--- src/rtl/rdp_tag_match_cntl.sv ---
// rdp_tag_match_cntl: tag table plus packet router from the upstream stack bus to the NoC data path.
//   Build option: RDP_TAG_MATCH_STATS_EN adds 16-bit saturating pkt/miss/dup counters.
//   cntl encoding: MOM=2'b00, SOM=2'b01, EOM=2'b10, SOM_EOM=2'b11 (bit0 = start, bit1 = end).
//   Ports:
//     clk, reset_poweron_n        clock, asynchronous active-low reset
//     sys__mgr__mgrId             manager id, registered into rdp__noc__dp_type with each beat
//     wud__rdp__*/rdp__wud__ready descriptor allocate channel {tag, peId, laneId}
//     stuc__rdp__*/rdp__stuc__ready upstream beats {cntl, tag, data}
//     rdp__noc__dp_*/noc__rdp__dp_ready registered NoC beat {cntl, peId, laneId, data, type}
//     rdp__sys__miss/dup          one-cycle event pulses
//     rdp__sys__*_cnt             statistics (RDP_TAG_MATCH_STATS_EN only)
module rdp_tag_match_cntl #(
  parameter int TAG_W      = 8,
  parameter int DATA_W     = 64,
  parameter int TAG_DEPTH  = 8,
  parameter int PE_ID_W    = 6,
  parameter int LANE_ID_W  = 5,
  parameter int MGR_MGR_ID = 4
) (
  input  logic                  clk,
  input  logic                  reset_poweron_n,
  input  logic [MGR_MGR_ID-1:0] sys__mgr__mgrId,
  input  logic                  wud__rdp__valid,
  output logic                  rdp__wud__ready,
  input  logic [TAG_W-1:0]      wud__rdp__tag,
  input  logic [PE_ID_W-1:0]    wud__rdp__peId,
  input  logic [LANE_ID_W-1:0]  wud__rdp__laneId,
  input  logic                  stuc__rdp__valid,
  input  logic [1:0]            stuc__rdp__cntl,
  output logic                  rdp__stuc__ready,
  input  logic [TAG_W-1:0]      stuc__rdp__tag,
  input  logic [DATA_W-1:0]     stuc__rdp__data,
  input  logic                  noc__rdp__dp_ready,
  output logic                  rdp__noc__dp_valid,
  output logic [1:0]            rdp__noc__dp_cntl,
  output logic [PE_ID_W-1:0]    rdp__noc__dp_peId,
  output logic [LANE_ID_W-1:0]  rdp__noc__dp_laneId,
  output logic [DATA_W-1:0]     rdp__noc__dp_data,
  output logic [MGR_MGR_ID-1:0] rdp__noc__dp_type,
  output logic                  rdp__sys__miss,
  output logic                  rdp__sys__dup
`ifdef RDP_TAG_MATCH_STATS_EN
  ,
  output logic [15:0]           rdp__sys__pkt_cnt,
  output logic [15:0]           rdp__sys__miss_cnt,
  output logic [15:0]           rdp__sys__dup_cnt
`endif
);
  localparam int IW = $clog2(TAG_DEPTH);
  localparam int CW = IW + 1;
  typedef enum logic [1:0] {IDLE, FWD, DROP} state_t;
  state_t state, state_nx;
  logic [TAG_DEPTH-1:0] ent_v;
  logic [TAG_W-1:0]     ent_tag  [TAG_DEPTH];
  logic [PE_ID_W-1:0]   ent_pe   [TAG_DEPTH];
  logic [LANE_ID_W-1:0] ent_lane [TAG_DEPTH];
  logic [CW-1:0]        count;
  logic [IW-1:0]        cur_idx, up_idx, aidx, fidx;
  logic [PE_ID_W-1:0]   cur_pe;
  logic [LANE_ID_W-1:0] cur_lane;
  logic up_hit, wud_hit, aidx_ok, out_ready, up_fire, wud_fire, is_som, is_eom;
  logic emit, latch, free, alloc, miss_nx;
  assign rdp__wud__ready  = count < CW'(TAG_DEPTH);
  assign out_ready        = !rdp__noc__dp_valid || noc__rdp__dp_ready;
  assign rdp__stuc__ready = (state == DROP) || out_ready;
  assign up_fire          = stuc__rdp__valid && rdp__stuc__ready;
  assign wud_fire         = wud__rdp__valid && rdp__wud__ready;
  assign is_som           = stuc__rdp__cntl[0];
  assign is_eom           = stuc__rdp__cntl[1];
  // Lookups see the table as it stands before this edge: an entry freed this
  // cycle still counts as resident for duplicates and is not yet reusable.
  always_comb begin
    up_hit  = 1'b0;
    up_idx  = '0;
    wud_hit = 1'b0;
    aidx_ok = 1'b0;
    aidx    = '0;
    for (int i = 0; i < TAG_DEPTH; i++) begin
      if (ent_v[i] && ent_tag[i] == stuc__rdp__tag) begin
        up_hit = 1'b1;
        up_idx = IW'(i);
      end
      if (ent_v[i] && ent_tag[i] == wud__rdp__tag) wud_hit = 1'b1;
      if (!ent_v[i] && !aidx_ok) begin
        aidx_ok = 1'b1;
        aidx    = IW'(i);
      end
    end
  end
  assign alloc = wud_fire && !wud_hit && aidx_ok;
  always_comb begin
    state_nx = state;
    emit     = 1'b0;
    latch    = 1'b0;
    free     = 1'b0;
    fidx     = cur_idx;
    miss_nx  = 1'b0;
    case (state)
      IDLE: if (up_fire && is_som) begin
        if (up_hit) begin
          emit     = 1'b1;
          latch    = 1'b1;
          free     = is_eom;
          fidx     = up_idx;
          state_nx = is_eom ? IDLE : FWD;
        end else begin
          miss_nx  = 1'b1;
          state_nx = is_eom ? IDLE : DROP;
        end
      end
      FWD: if (up_fire) begin
        emit     = 1'b1;
        free     = is_eom;
        state_nx = is_eom ? IDLE : FWD;
      end
      DROP: if (up_fire && is_eom) state_nx = IDLE;
      default: state_nx = IDLE;
    endcase
  end
  always_ff @(posedge clk or negedge reset_poweron_n) begin
    if (!reset_poweron_n) begin
      ent_v <= '0;
      count <= '0;
      for (int i = 0; i < TAG_DEPTH; i++) begin
        ent_tag[i]  <= '0;
        ent_pe[i]   <= '0;
        ent_lane[i] <= '0;
      end
    end else begin
      for (int i = 0; i < TAG_DEPTH; i++) begin
        if (free && fidx == IW'(i)) ent_v[i] <= 1'b0;
        if (alloc && aidx == IW'(i)) begin
          ent_v[i]    <= 1'b1;
          ent_tag[i]  <= wud__rdp__tag;
          ent_pe[i]   <= wud__rdp__peId;
          ent_lane[i] <= wud__rdp__laneId;
        end
      end
      count <= count + CW'(alloc) - CW'(free);
    end
  end
  always_ff @(posedge clk or negedge reset_poweron_n) begin
    if (!reset_poweron_n) begin
      state    <= IDLE;
      cur_idx  <= '0;
      cur_pe   <= '0;
      cur_lane <= '0;
    end else begin
      state <= state_nx;
      if (latch) begin
        cur_idx  <= up_idx;
        cur_pe   <= ent_pe[up_idx];
        cur_lane <= ent_lane[up_idx];
      end
    end
  end
  // A new beat is only produced when the output slot is free or draining.
  always_ff @(posedge clk or negedge reset_poweron_n) begin
    if (!reset_poweron_n) begin
      rdp__noc__dp_valid  <= 1'b0;
      rdp__noc__dp_cntl   <= '0;
      rdp__noc__dp_peId   <= '0;
      rdp__noc__dp_laneId <= '0;
      rdp__noc__dp_data   <= '0;
      rdp__noc__dp_type   <= '0;
      rdp__sys__miss      <= 1'b0;
      rdp__sys__dup       <= 1'b0;
    end else begin
      rdp__sys__miss <= miss_nx;
      rdp__sys__dup  <= wud_fire && wud_hit;
      if (emit) begin
        rdp__noc__dp_valid  <= 1'b1;
        rdp__noc__dp_cntl   <= stuc__rdp__cntl;
        rdp__noc__dp_peId   <= latch ? ent_pe[up_idx] : cur_pe;
        rdp__noc__dp_laneId <= latch ? ent_lane[up_idx] : cur_lane;
        rdp__noc__dp_data   <= stuc__rdp__data;
        rdp__noc__dp_type   <= sys__mgr__mgrId;
      end else if (noc__rdp__dp_ready) begin
        rdp__noc__dp_valid  <= 1'b0;
      end
    end
  end
`ifdef RDP_TAG_MATCH_STATS_EN
  always_ff @(posedge clk or negedge reset_poweron_n) begin
    if (!reset_poweron_n) begin
      rdp__sys__pkt_cnt  <= '0;
      rdp__sys__miss_cnt <= '0;
      rdp__sys__dup_cnt  <= '0;
    end else begin
      if (emit && is_eom && ~&rdp__sys__pkt_cnt) rdp__sys__pkt_cnt <= rdp__sys__pkt_cnt + 16'd1;
      if (miss_nx && ~&rdp__sys__miss_cnt) rdp__sys__miss_cnt <= rdp__sys__miss_cnt + 16'd1;
      if (wud_fire && wud_hit && ~&rdp__sys__dup_cnt) rdp__sys__dup_cnt <= rdp__sys__dup_cnt + 16'd1;
    end
  end
`endif
endmodule

--- config.mk ---
export PLATFORM = sky130hd
export DESIGN_NAME = rdp_tag_match_cntl
export DESIGN_NICKNAME = d
export VERILOG_FILES = /design/src/rtl/rdp_tag_match_cntl.sv
export SDC_FILE = /design/constraint.sdc
export NUM_CORES = 1
export LEC_CHECK = 0
export BUFFER_PORTS_ARGS = -buffer_cell sky130_fd_sc_hd__clkbuf_2
export CAP_MARGIN = 30
export CORE_MARGIN = 2
export CORE_UTILIZATION = 52
export DETAILED_ROUTE_END_ITERATION = 12
export PLACE_DENSITY = 0.77
export SLEW_MARGIN = 10
export SYNTH_ARGS = -nofsm -noshare
export SYNTH_HDL_FRONTEND = slang
export SYNTH_SLANG_ARGS = --single-unit
--- constraint.sdc ---
create_clock -name clk -period 2.7 [get_ports clk]
set_input_delay 0.27 -clock clk [delete_from_list [all_inputs] [get_ports clk]]
set_output_delay 0.27 -clock clk [all_outputs]
set_load 0.05 [all_outputs]
# Yosys cells after proc, flatten, opt, wreduce, memory -nomap -nowiden
# Index checks and enable logic that the tools add are counted.
# classes
n_addsub	2
n_lt_le_gt_ge	2
n_eq_ne	35
n_mux	86
bitwise_logic	1
reduce_logical	76
# ops
op	count
$eq 8x8->1	16
$mux 1	55
$logic_and 1x1->1	46
$mux 3	14
$eq 3x3->1 const B	8
$bmux 6 s3	1
$mux 6	3
$reduce_bool 2->1	9
$bmux 5 s3	1
$logic_not 1->1	15
$mux 5	3
$eq 3x2->1 const B	4
$mux 2	6
$eq 3x1->1 const B	2
$logic_not 3->1	2
$pmux 2 s3	1
$add 4x1->4	1
$ge 4x4->1 const B	1
$lt 4x4->1 const B	1
$ne 2x2->1 const B	2
$not 3->4	1
$pmux 1 s2	2
$sub 4x1->4	1
$reduce_and 3->1	1
other kinds (5)	6
# word_totals
ff_bits	264
in_bits	102
out_inout_bits	86

# Longest topological paths before layout
# depth
word_depth	24
ltp_mapped	15

# Worst setup path before layout
# No wires, ideal clock.
# synth_timing
path_kind	input-to-reg
start	input stuc__rdp__tag[4]
end	register count[2]
setup_ns	0.123
t_arrival_ns	2.778
t_required_ns	2.577
slack_ns	-0.201
cell_stages	14
path_cell_list	buf_4 > xor2_1 > nor4_1 > nand4_1 > nand4_1 > and3b_1 > o21ai_1 > nand2_1 > inv_1 > ha_1 > inv_1 > ha_1 > fa_1 > xor2_1
# synth_between
elab_chain_len	14
# synth_lines
item	line	text
from (decl)	31	input logic [TAG_W-1:0] stuc__rdp__tag,
$eq 8x8->1	79	if (ent_v[i] && ent_tag[i] == stuc__rdp__tag) begin
$logic_and 1x1->1	79	
$mux 1 (7 in series)	79	
$mux 1 *	79	
$mux 1 *	100	if (up_hit) begin
$mux 1 *	99	IDLE: if (up_fire && is_som) begin
$pmux 1 s2 *	98	case (state)
$sub 4x1->4 *	139	count <= count + CW'(alloc) - CW'(free);
to (signal assigned)	139	
to (decl)	57	logic [CW-1:0] count;
# Every way passes the cells marked *; elsewhere a longest branch is shown, timed or not.
# A chain may end at the register's enable or synchronous reset.

# Final worst setup path
# layout_timing
start	register ent_tag[42] (netlist name)
end	register count[2]
# layout_between
elab_chain_len	13
# layout_lines
item	line	text
from (decl)	54	logic [TAG_W-1:0] ent_tag [TAG_DEPTH];
from (signal, indexed assignment)	134	ent_tag[i] <= wud__rdp__tag;
$eq 8x8->1	83	if (ent_v[i] && ent_tag[i] == wud__rdp__tag) wud_hit = 1'b1;
$logic_and 1x1->1	83	
$mux 1 (6 in series)	83	
$logic_not 1->1	90	assign alloc = wud_fire && !wud_hit && aidx_ok;
$logic_and 1x1->1 (2 in series)	90	
$add 4x1->4	139	
$sub 4x1->4 *	139	
# Marks and branches as above.

==> flow_summary.json <==
{
  "yosysTopAreaCell": "sky130_fd_sc_hd__dfrtp_1",
  "dieArea_um2": 25500,
  "worst_hold_path_type": "input pin to register",
  "post_synth_main_area_contributors": "sky130_fd_sc_hd__dfrtp_1, sky130_fd_sc_hd__mux2_2, sky130_fd_sc_hd__xor2_1",
  "clock_insertion_delay_worst_skew_ns": 0.55,
  "nets": 1440,
  "synth-main-ff-cell": "sky130_fd_sc_hd__dfrtp_1",
  "crit_arrival_ns": 3.36,
  "fin_util_pct": 71.5,
  "layout.cell_area.non_filler_um2": 17200,
  "tritoncts.num_buffers": 28,
  "drtAntennaViolNets": 0,
  "timing.final.hold_violations": 0,
  "critical_setup_path_kind": "register to register",
  "worstPathMaxFanout": 2,
  "floorplan.initialDensity_pct": 52.4,
  "top_layer_used": "met4",
  "placed_cell_area_um2": 14800,
  "setup.worst_path.start_class": "register",
  "h-tree-depth": 1,
  "number_of_global_route_vias_before_repair": 9956,
  "met1_length_um": 15100,
  "synth_area_per_cell_um2": 13.3,
  "wl_met2_um": 16900,
  "clkTransAtPathRegs_ns": 0.06,
  "pre_cts_slack_ns": -0.455,
  "chipWidth_um": 160,
  "yosys_synthesis_warning_count": 0,
  "vias": 9405,
  "startpoint": "ent_tag[42]",
  "synthCells": 950,
  "netlist_area_um2": 12600,
  "clock-root-buffer": "sky130_fd_sc_hd__clkbuf_16",
  "setup_viol": 183,
  "outcome": "finished with violations",
  "diode_count": 0,
  "drt_wl_total_um": 35700,
  "worst_setup_path_end_kind": "register",
  "final.min_clock_period_ns": 2.94,
  "num_io_pins": 188,
  "die_height_um": 160,
  "clkSinkCount": 264,
  "detail_route.drc_violations": 0,
  "grt_use_total_pct": 26.4,
  "drive_gt1_share_pct": 49.6,
  "post-synth-top-area-fraction_pct": 52.3,
  "report.final.slew_viol_count": 0,
  "drt_iter0_markers": 696,
  "yosysSeqAreaShare_pct": 52.3,
  "tightest_slew_ns": 0.760,
  "leakagePower_nw": 8.25,
  "globalRouteOverflowTotal": 0,
  "finalCritPeriodShare_pct": 109,
  "dp_hpwl_um": 21400,
  "slew_headroom_pct": 49.4,
  "antenna_found_initial": 0,
  "met3WireLength_um": 2480,
  "syn-num-nets": 1057,
  "synth.ff_latch_count": 264,
  "synthMostInstantiatedCell": "sky130_fd_sc_hd__dfrtp_1",
  "maxCapViolations": 0,
  "unrepaired_setup_endpoints_after_global_routing": "true",
  "grt_start_max_net_pins": 92,
  "rows": 57,
  "clock_tree_from_tritoncts": "built",
  "detail_route.first_pass.iterations": 4,
  "p_per_area_nw_per_um2": 1080,
  "route.detailed.wl_per_inst_um": 21.3,
  "synth.top_cells.by_count": "sky130_fd_sc_hd__dfrtp_1, sky130_fd_sc_hd__mux2_2, sky130_fd_sc_hd__xor2_1",
  "power.total_w": 0.0185,
  "grt_pass1_wl_um": 53800,
  "setup_ws_ns": -0.244,
  "place.gp.congestion": 0.955,
  "fmax_mhz": 340,
  "r2r-start": "ent_tag[42]",
  "timing.clock.skew_ns": 0.0218,
  "synth_async_sr_flop_share_pct": 100,
  "max-vdd-ir-drop_v": 0.000876,
  "area_delta_synth_final_pct": 36.5,
  "viasPerCell": 5.61,
  "io_buf_count": 187,
  "synth_enable_flop_cells": 0,
  "synth_cell_types": 65,
  "violations": "negative setup slack",
  "min-delay-start": "stuc__rdp__cntl[0]",
  "core_region_area_um2": 24100,
  "critical_path_required_ns": 3.11,
  "max-clock-path-buffers": 3
}
-- final timing paths --
check	endpoint	slack, ns	cells past startpoint
max in group asynchronous	cur_lane[1]	1.55	3
hold / removal	rdp__noc__dp_cntl[0]	0.03	2
setup reg to reg	count[2]	-0.24	13
min in group asynchronous	ent_tag[55]	0.34	2
setup / recovery	count[2]	-0.24	13
hold reg to reg	ent_pe[30]	0.49	1
-- critical path, cell delays in order (launching register included) --
cell	delay (ns)
sky130_fd_sc_hd__dfrtp_1	0.38
sky130_fd_sc_hd__buf_4	0.14
sky130_fd_sc_hd__xor2_1	0.15
sky130_fd_sc_hd__nor4_1	0.06
sky130_fd_sc_hd__nand4_1	0.12
sky130_fd_sc_hd__nand4_1	0.10
sky130_fd_sc_hd__or4_4	0.53
sky130_fd_sc_hd__nand3b_4	0.18
sky130_fd_sc_hd__o21bai_1	0.16
sky130_fd_sc_hd__ha_1	0.30
sky130_fd_sc_hd__inv_2	0.04
sky130_fd_sc_hd__ha_4	0.15
sky130_fd_sc_hd__fa_2	0.33
sky130_fd_sc_hd__xor2_1	0.17
-- state kept, by name, indices dropped and copies added, names as in the netlist, 2 cells and up --
name                 count
ent_tag                 64
rdp__noc__dp_data       64
ent_pe                  48
ent_lane                40
ent_v                    8
cur_pe                   6
rdp__noc__dp_peId        6
cur_lane                 5
rdp__noc__dp_laneId      5
count                    4
rdp__noc__dp_type        4
cur_idx                  3
rdp__noc__dp_cntl        2
state                    2
-- where the power goes --
part	internal, W	switching, W	leakage, nW	total (W)
logic	0.00363	0.00430	4.47	0.00794
registers	0.00569	0.00129	3.35	0.00698
clock network	0.00204	0.00157	0.431	0.00361
total	0.0114	0.00717	8.25	0.0185
-- cells in the final DEF, fill, tap and decap left out, types with 4 or more instances in the layout --
cell | netlist | routed
sky130_fd_sc_hd__dfrtp_1 | 264 | 262
sky130_fd_sc_hd__mux2_2 | 196 | 194
sky130_fd_sc_hd__clkbuf_2 | 0 | 186
sky130_fd_sc_hd__buf_4 | 20 | 113
sky130_fd_sc_hd__xor2_1 | 79 | 75
sky130_fd_sc_hd__dlygate4sd3_1 | 0 | 69
sky130_fd_sc_hd__xnor2_1 | 52 | 44
sky130_fd_sc_hd__mux2_1 | 33 | 33
sky130_fd_sc_hd__clkbuf_16 | 0 | 33
sky130_fd_sc_hd__nand2_1 | 30 | 28
sky130_fd_sc_hd__mux2i_1 | 23 | 23
sky130_fd_sc_hd__nand4_1 | 19 | 19
sky130_fd_sc_hd__buf_12 | 0 | 17
sky130_fd_sc_hd__buf_6 | 6 | 16
sky130_fd_sc_hd__mux2_4 | 13 | 15
sky130_fd_sc_hd__nand3_1 | 14 | 14
sky130_fd_sc_hd__nor4_1 | 16 | 12
sky130_fd_sc_hd__o211ai_1 | 12 | 12
sky130_fd_sc_hd__nor3_1 | 13 | 10
sky130_fd_sc_hd__inv_1 | 13 | 10
sky130_fd_sc_hd__nor2_1 | 9 | 9
sky130_fd_sc_hd__xnor2_2 | 0 | 8
sky130_fd_sc_hd__a21oi_1 | 8 | 7
sky130_fd_sc_hd__o41ai_4 | 0 | 7
sky130_fd_sc_hd__clkinv_2 | 0 | 7
sky130_fd_sc_hd__nand2b_1 | 6 | 6
sky130_fd_sc_hd__a221o_1 | 6 | 6
sky130_fd_sc_hd__a22oi_2 | 0 | 6
sky130_fd_sc_hd__o21ai_0 | 6 | 6
sky130_fd_sc_hd__clkbuf_1 | 7 | 6
sky130_fd_sc_hd__clkbuf_8 | 0 | 5
sky130_fd_sc_hd__buf_8 | 1 | 5
sky130_fd_sc_hd__xor2_2 | 0 | 4
sky130_fd_sc_hd__nor4_2 | 1 | 4
-- repair_timing --
action                                  4_1_cts  5_1_grt
hold endpoints to repair                    152        0
pin swaps                                    22       45
hold buffers                                 69        0
buffers inserted                              8       14
endpoints found under the setup margin      244      251
gates resized for setup                      38       64
gates cloned                                  4        7
-- per-layer routing --
layer / vias up / GRT usage [%]
li1: 4151 / -
met1: 4813 / 35.5
met2: 361 / 42.8
met3: 80 / 5.51
met4: 0 / 9.09
met5: - / 0
-- kinds of logic after synthesis --
| logic type | after synthesis | synth area share [%] |
|---|---|---|
| compound gates | 80 | 4.78 |
| xor+xnor | 131 | 9.09 |
| fa+ha+maj | 5 | 0.555 |
| buf+inv | 75 | 3.54 |
| flops | 264 | 52.3 |
| mux | 266 | 24.0 |
| simple gates | 129 | 5.72 |
-- cell type report --
type	count	area, um^2
Fill cell	1590	6880
Sequential cell	264	6610
Multi-Input combinational cell	611	6020
Timing Repair Buffer	414	3270
Clock buffer	39	792
Tap cell	324	405
Clock inverter	10	68.8
Inverter	14	57.6
-- stage by stage --
step                hold WS (ns)  TNS (ns)  cells
finish                    0.0349    -24.44   1676
global route              0.0171    -43.23   1676
CTS                       0.0179    -14.54   1657
detailed placement         0.347    -66.93   1527
global placement           0.347    -55.62   1527
floorplan                -0.0256    -0.217    950
(Power assumes the default switching activity.)
